File: src/rtl/osc_ring_ctrl.sv
// osc_ring_ctrl: digital controller for an N-stage ring oscillator.
// Sequences start/settle/run for the ring enable. Double-buffers the per-stage
// delay and perturbation codes so that every stage retunes on the same edge.
// Generates the edge-injector enable in off/continuous/periodic/single-shot modes.
//
// Control semantics: osc_start, osc_stop, cfg_wr and cfg_commit are level
// requests sampled on each ref_clk rising edge. There is no back-pressure: a
// request is either acted on at that edge or dropped (osc_start outside IDLE,
// or a cfg_wr to a stage that does not exist).
module osc_ring_ctrl #(
  parameter int N_STAGE  = 5,
  parameter int LSB_W    = 5,
  parameter int MSB_W    = 8,
  parameter int PERB_W   = 4,
  parameter int SETTLE_W = 8,
  parameter int DIV_W    = 4,
  parameter int SEL_W    = $clog2(N_STAGE)
) (
  input  logic                      ref_clk,
  input  logic                      rstb,
  input  logic                      osc_start,
  input  logic                      osc_stop,
  input  logic [SETTLE_W-1:0]       settle_cycles,
  input  logic                      cfg_wr,
  input  logic [SEL_W-1:0]          cfg_stage,
  input  logic [LSB_W-1:0]          cfg_lsb,
  input  logic [MSB_W-1:0]          cfg_msb,
  input  logic [PERB_W-1:0]         cfg_perb,
  input  logic                      cfg_commit,
  input  logic [1:0]                inj_mode,
  input  logic [DIV_W-1:0]          inj_div,
  output logic                      glob_en,
  output logic [N_STAGE*LSB_W-1:0]  delay_con_lsb,
  output logic [N_STAGE*MSB_W-1:0]  delay_con_msb,
  output logic [N_STAGE*PERB_W-1:0] con_perb,
  output logic                      inj_en,
  output logic [1:0]                osc_state,
  output logic                      osc_ready,
  output logic                      cfg_err
);

  typedef enum logic [1:0] {
    ST_IDLE   = 2'b00,
    ST_SETTLE = 2'b01,
    ST_RUN    = 2'b10
  } state_t;

  localparam logic [SEL_W:0] NS_LIM = (SEL_W+1)'(N_STAGE);

  state_t                    r_state, w_state_nxt;
  logic [SETTLE_W-1:0]       r_settle, w_settle_nxt;
  logic [DIV_W-1:0]          r_div, w_div_nxt;
  logic [1:0]                r_mode;
  logic                      r_inj_en, w_inj_nxt;
  logic                      w_run_nxt, w_run_entry;
  logic                      r_cfg_err;
  logic                      w_stage_ok;
  logic [N_STAGE*LSB_W-1:0]  r_sh_lsb, r_act_lsb, w_sh_lsb_nxt;
  logic [N_STAGE*MSB_W-1:0]  r_sh_msb, r_act_msb, w_sh_msb_nxt;
  logic [N_STAGE*PERB_W-1:0] r_sh_perb, r_act_perb, w_sh_perb_nxt;

  // Next-state and settle countdown; stop wins over start and over settle expiry.
  always_comb begin
    w_state_nxt  = r_state;
    w_settle_nxt = r_settle;
    case (r_state)
      ST_IDLE: begin
        if (osc_start && !osc_stop) begin
          w_state_nxt  = ST_SETTLE;
          w_settle_nxt = settle_cycles;
        end
      end
      ST_SETTLE: begin
        if (osc_stop) begin
          w_state_nxt = ST_IDLE;
        end else if (r_settle == '0) begin
          w_state_nxt = ST_RUN;
        end else begin
          w_settle_nxt = r_settle - SETTLE_W'(1);
        end
      end
      ST_RUN: begin
        if (osc_stop) begin
          w_state_nxt = ST_IDLE;
        end
      end
      default: w_state_nxt = ST_IDLE;
    endcase
  end

  // Injection enable for the coming cycle; the divider restarts on RUN entry
  // and whenever periodic mode is newly selected.
  always_comb begin
    w_run_nxt   = (w_state_nxt == ST_RUN);
    w_run_entry = w_run_nxt && (r_state != ST_RUN);
    w_div_nxt   = '0;
    if (w_run_nxt && !w_run_entry && (inj_mode == 2'b10) && (r_mode == 2'b10)) begin
      w_div_nxt = (r_div == inj_div) ? '0 : r_div + DIV_W'(1);
    end
    w_inj_nxt = 1'b0;
    if (w_run_nxt) begin
      case (inj_mode)
        2'b01:   w_inj_nxt = 1'b1;
        2'b10:   w_inj_nxt = (w_div_nxt == '0);
        2'b11:   w_inj_nxt = w_run_entry;
        default: w_inj_nxt = 1'b0;
      endcase
    end
  end

  // Sequencer, settle counter, divider and injector registers.
  always_ff @(posedge ref_clk) begin
    if (!rstb) begin
      r_state  <= ST_IDLE;
      r_settle <= '0;
      r_div    <= '0;
      r_mode   <= 2'b00;
      r_inj_en <= 1'b0;
    end else begin
      r_state  <= w_state_nxt;
      r_settle <= w_settle_nxt;
      r_div    <= w_div_nxt;
      r_mode   <= inj_mode;
      r_inj_en <= w_inj_nxt;
    end
  end

  // Shadow code update; a same-cycle write is visible to a same-cycle commit.
  always_comb begin
    w_stage_ok    = ({1'b0, cfg_stage} < NS_LIM);
    w_sh_lsb_nxt  = r_sh_lsb;
    w_sh_msb_nxt  = r_sh_msb;
    w_sh_perb_nxt = r_sh_perb;
    for (int i = 0; i < N_STAGE; i++) begin
      if (cfg_wr && w_stage_ok && (cfg_stage == SEL_W'(i))) begin
        w_sh_lsb_nxt[i*LSB_W +: LSB_W]    = cfg_lsb;
        w_sh_msb_nxt[i*MSB_W +: MSB_W]    = cfg_msb;
        w_sh_perb_nxt[i*PERB_W +: PERB_W] = cfg_perb;
      end
    end
  end

  // Shadow/active code banks and the sticky bad-stage flag.
  always_ff @(posedge ref_clk) begin
    if (!rstb) begin
      r_sh_lsb   <= '0;
      r_sh_msb   <= '0;
      r_sh_perb  <= '0;
      r_act_lsb  <= '0;
      r_act_msb  <= '0;
      r_act_perb <= '0;
      r_cfg_err  <= 1'b0;
    end else begin
      r_sh_lsb  <= w_sh_lsb_nxt;
      r_sh_msb  <= w_sh_msb_nxt;
      r_sh_perb <= w_sh_perb_nxt;
      if (cfg_commit) begin
        r_act_lsb  <= w_sh_lsb_nxt;
        r_act_msb  <= w_sh_msb_nxt;
        r_act_perb <= w_sh_perb_nxt;
      end
      if (cfg_wr && !w_stage_ok) begin
        r_cfg_err <= 1'b1;
      end
    end
  end

  assign glob_en       = (r_state != ST_IDLE);
  assign osc_ready     = (r_state == ST_RUN);
  assign osc_state     = r_state;
  assign inj_en        = r_inj_en;
  assign cfg_err       = r_cfg_err;
  assign delay_con_lsb = r_act_lsb;
  assign delay_con_msb = r_act_msb;
  assign con_perb      = r_act_perb;

endmodule

File: config.mk
export PLATFORM = sky130hd
export DESIGN_NAME = osc_ring_ctrl
export DESIGN_NICKNAME = d
export VERILOG_FILES = /design/src/rtl/osc_ring_ctrl.sv
export SDC_FILE = /design/constraint.sdc
export NUM_CORES = 1
export LEC_CHECK = 0
export BUFFER_PORTS_ARGS = -buffer_cell sky130_fd_sc_hd__buf_2
export CORE_MARGIN = 2
export CORE_UTILIZATION = 55
export CTS_CLUSTER_DIAMETER = 100
export DETAILED_ROUTE_END_ITERATION = 6
export PLACE_DENSITY = 0.79
export SLEW_MARGIN = 25
export SYNTH_ARGS = -nofsm -noshare
export SYNTH_HDL_FRONTEND = slang
export SYNTH_SLANG_ARGS = --single-unit
File: constraint.sdc
create_clock -name ref_clk -period 2.05 [get_ports ref_clk]
set_clock_uncertainty 0.1 [all_clocks]
set_input_delay 0.3075 -clock ref_clk [delete_from_list [all_inputs] [get_ports ref_clk]]
set_output_delay 0.3075 -clock ref_clk [all_outputs]
set_load 0.005 [all_outputs]
======== After elaboration in Yosys (flattened, before gate mapping) ========
Cells that the tools add are included.
storage, ports and cells
  register bits after elaboration ......... 188
  input bits .............................. 40
  output and inout bits ................... 91
  word-level logic and storage cells ...... 81
operators by class
  add/sub/neg operators ................... 2
  $lt $le $gt $ge ......................... 1
  eq/ne operators ......................... 16
  multiplexer cells ....................... 27
  reductions and logical operators ........ 23
operators with widths
  operator                                            number
  2-to-1 mux 8 bit                                    8
  2-to-1 mux 4 bit                                    7
  2-to-1 mux 5 bit                                    5
  one-hot mux 8 bit (2 select lines)                  1
  logical AND 1 bit                                   12
  == test 2 bit (second input constant)               5
  zero test 8 bit                                     1
  2-to-1 mux 2 bit                                    4
  inequality test 2 bit (second input constant)       4
  subtractor 8 x 1 -> 8 bit (second input constant)   1
  == test 3 x 2 -> 1 bit (second input constant)      2
  one-hot mux 2 bit (3 select lines)                  1
  adder 4 x 1 -> 4 bit (second input constant)        1
  == test 2 x 1 -> 1 bit (second input constant)      2
  == test 4 bit                                       1
  zero test 4 bit                                     1
  AND reduction 4 bit                                 1
  nonzero test 2 bit                                  2
  == test 3 x 1 -> 1 bit (second input constant)      1
  == test 3 bit (second input constant)               1
  zero test 1 bit                                     3
  zero test 3 bit                                     1
  less-than comparator 3 bit (second input constant)  1
  one-hot mux 1 bit (3 select lines)                  1
  2 further kinds                                     2

======== Depth between registers and ports, before layout ========
  depth in word-level cells ............... 13
  gate-level depth with buffers ........... 7
  mapped depth without buffers ............ 6

======== Least setup slack after synthesis ========
No wires, ideal clock.
  path kind ............................... reg2reg
  start ................................... register r_settle[0]
  end ..................................... register r_settle[0]
  library setup time ...................... 0.116 ns
  arrival ................................. 1.632 ns
  data required time ...................... 1.834 ns
  slack ................................... 0.202 ns
  stages on the path, launching flop included .. 7
  buffers on the path ..................... 0
  period minus slack after synthesis ...... 1.848 ns
  cell sequence ........................... dfxtp_1 inv_1 ha_1 nor3b_2 a311o_4 a211o_1 and3_1
on the way
  word-level cells in the longest chain between the ends .. 4
  elaborated cells on any way between the ends .. 7
  those cells by class .................... add/sub: 1; eq/ne: 1; mux: 3; reduce/logical: 2
RTL lines
  item                                RTL line  RTL
  start: declaration                  51        logic [SETTLE_W-1:0] r_settle, w_settle_nxt;
  start signal: assignment            121       r_settle <= w_settle_nxt;
  subtractor 8 x 1 -> 8 bit           79        w_settle_nxt = r_settle - SETTLE_W'(1);
  2-to-1 mux 8 bit                    76        end else if (r_settle == '0) begin
  2-to-1 mux 8 bit                    74        if (osc_stop) begin
  one-hot mux 8 bit (2 select lines)  66        case (r_state)
Several ways; a longest one is shown, not always the timed one. The select of a mux whose other input is x is not followed.
A chain may end at the register's enable or synchronous reset.

======== Worst setup path after layout ========
  start ................................... register r_settle[1]
  end ..................................... register r_settle[0]
on the way
  word-level cells in the longest chain between the ends .. 3
RTL lines
  item                             RTL line
  zero test 8 bit                  76
  inequality test 2 bit (no line)  -
  AND reduction 4 bit (no line)    -
No other way between the ends.

==> results.yml <==
die:
  dieWidth_um: 115
  die_area_sq_um: 13300
  pin_count: 131
  dieHeight_um: 115
  core_sq_um: 12100
  initial_utilization_pct: 56.6
  placementRows: 40
pwr:
  clock_power_share_pct: 42.6
  switching_share_pct: 23.0
  ir_worst_vdd_mv: 0.769
  combinationalPowerShare_pct: 8.3
  power.total_mw: 7.90
  p_leak_nw: 3.45
  p_seq_share_pct: 49.1
  powerDensity_nw_per_um2: 959
  switchingPower_mw: 1.82
  p_int_mw: 6.08
synth:
  ys_types: 44
  syn_inst: 679
  synth_nets: 721
  async_reset_ff_share_pct: 0
  synth_edf_count: 0
  avgSynthCellArea_sq_um: 10.0
  ys_seq_area_share_pct: 55.2
  syn_area_sq_um: 6820
  yosys_warnings: 0
  yosys_register_bits: 188
  synth_top_flop_cell: "dfxtp_1"
global_route:
  grt_pass1_wl_um: 24200
  gr-total-overflow: 0
  antenna_found_initial: 0
  grt_max_degree: 63
  grt_use_total_pct: 23.3
  grt_pass1_vias: 4928
run:
  drv_cap: 0
sta:
  rsz0062_at_grt: "no"
  period_needed_ns: 1.95
  worst_slack_ns: 0.102
  period_share_pct: 95.0
  finalSetupViolations: 0
  maxClockFrequency_mhz: 513
  hold_viol_final: 0
  slew_headroom_pct: 50.9
  tightest_slew_ns: 0.730
  report.final.slew_viol_count: 0
  setup_tns_ns: 0
  hold-worst-slack_ns: 0.0374
layout:
  layout_commonest_cell: "dfxtp_1"
  seq_area_sq_um: 3760
  antenna_cells: 0
  final_cell_area_sq_um: 8230
  nets: 836
  fill_cells: 954
  final_cell_mix: "dfxtp_1 (188), nor2_1 (187), buf_2 (129)"
  area_delta_synth_final_pct: 20.7
  multiInputGateArea_sq_um: 2760
  final_cells: 974
  post-route-util_pct: 68.2
  drive_gt1_share_pct: 23.7
detailed_routing:
  num_vias: 5240
  wl_um: 15200
  drt_first_pass_iters: 5
  via_per_inst: 5.38
  wl_per_cell_um: 15.6
  drc: 0
  ant_nets: 0
  drt_iter0_markers: 351
cts:
  postCtsResizedCells: 0
  cts_tree: "built"
  cts_made_buffers: 17
  cts_root_buf: "clkbuf_16"
  htreeDepth: 4
  clkTransAtPathRegs_ns: 0.07
  cts.sinks: 188
  cts_buffer_depth: 2
  clock_latency_ns: 0.42
critical_path:
  critPathKind: "flop to flop"
  cp-end-kind: "flop"
  crit_required_ns: 2.27
  crit_arrival_ns: 2.17
  worst-path-max-fanout: 17
  critPathLaunchType: "flop"
min_path:
  hp-class: "input port to flop"
placed_design:
  gp_congestion: 0.786
  placed_area_sq_um: 7620
  dp_hpwl_um: 10100
  dp.cells: 943
  place.port_buffers: 130
  pre_cts_ws_ns: 0.0427
outcome:
  status: "finished clean"
## flip-flops by register name, summed over array words and instances, names as in the netlist
signal and cells:
r_sh_perb 20, inj_en 1, r_sh_lsb 25, cfg_err 1
r_sh_msb 40, r_mode 2, delay_con_msb 40, osc_state 2
r_settle 8, delay_con_lsb 25, con_perb 20, r_div 4
## final timing paths
check	from	end	slack (ns)	cells past startpoint
setup reg to reg	r_settle[1]	r_settle[0]	0.10	6
hold / removal	inj_mode[1]	r_mode[1]	0.04	2
setup / recovery	r_settle[1]	r_settle[0]	0.10	6
hold reg to reg	cfg_err	cfg_err	0.35	2
## worst max-delay path: stages, from the launching register on
cell     delay (ns)
dfxtp_1        0.41
inv_1          0.07
ha_1           0.21
nor3b_2        0.18
a311o_4        0.41
a211o_1        0.30
and3_1         0.17
## synthesized netlist by cell type, types with 2 or more instances
cell type	n	area share, %
nand3_1	3	0.22
buf_8	2	0.44
dfxtp_1	188	55
buf_6	5	0.83
a21oi_1	9	0.66
buf_12	2	0.59
a211oi_1	85	9.4
mux2i_1	85	12
a31oi_1	2	0.18
nor2b_1	2	0.18
buf_4	2	0.22
and3_1	4	0.37
a22oi_1	2	0.22
nor3_1	4	0.29
inv_1	5	0.28
ha_1	2	0.37
nand2b_1	2	0.18
nand4b_1	2	0.26
and4bb_2	2	0.37
nor2_1	187	10
o31ai_1	3	0.33
xnor2_1	6	0.77
clkbuf_1	38	2.1
a21o_2	3	0.39
nor4_1	2	0.18
o211ai_1	4	0.44
o21ai_0	4	0.29
and2_1	2	0.18
nand2_1	7	0.39
## cell families after synthesis
| group | after synthesis | synth area share [%] |
|---|---|---|
| flops | 188 | 55.2 |
| fa+ha+maj | 2 | 0.367 |
| buf+inv | 57 | 4.64 |
| simple gates | 224 | 13.9 |
| xor+xnor | 7 | 0.899 |
| mux | 85 | 12.5 |
| compound gates | 116 | 12.6 |
## power by group through the flow
stage | Clock (mW) | Sequential [mW] | Combinational (mW)
floorplan | 0 | 3.95 | 0.383
global placement | 0 | 3.95 | 0.633
detailed placement | 0 | 3.95 | 0.655
CTS | 3.42 | 3.88 | 0.660
global route | 3.56 | 3.89 | 0.728
finish | 3.36 | 3.88 | 0.657
## metal layers
metal  GRT usage, %  part of all wire (%)  vias up
met5              0                     0        -
met4           8.84                   1.7        0
met3           7.12                   5.3       20
met2           38.0                    49      138
met1           29.1                    44     2492
li1               -                     -     2590
## repair_timing
| item | CTS | global route |
|---|---|---|
| setup endpoints to repair | 0 | 2 |
| setup buffers | 0 | 0 |
| hold buffers | 0 | 0 |
## final cells by class
cell class / count / share of cell area (%)
repair buffers: 147 / 10.6
inverters: 6 / 0.304
clock buffers: 20 / 5.67
clock inverters: 11 / 1.72
multi-input cells: 434 / 33.5
well taps: 168 / 2.55
flip-flops and latches: 188 / 45.7
Note: power is estimated with default switching activity, not from simulation.
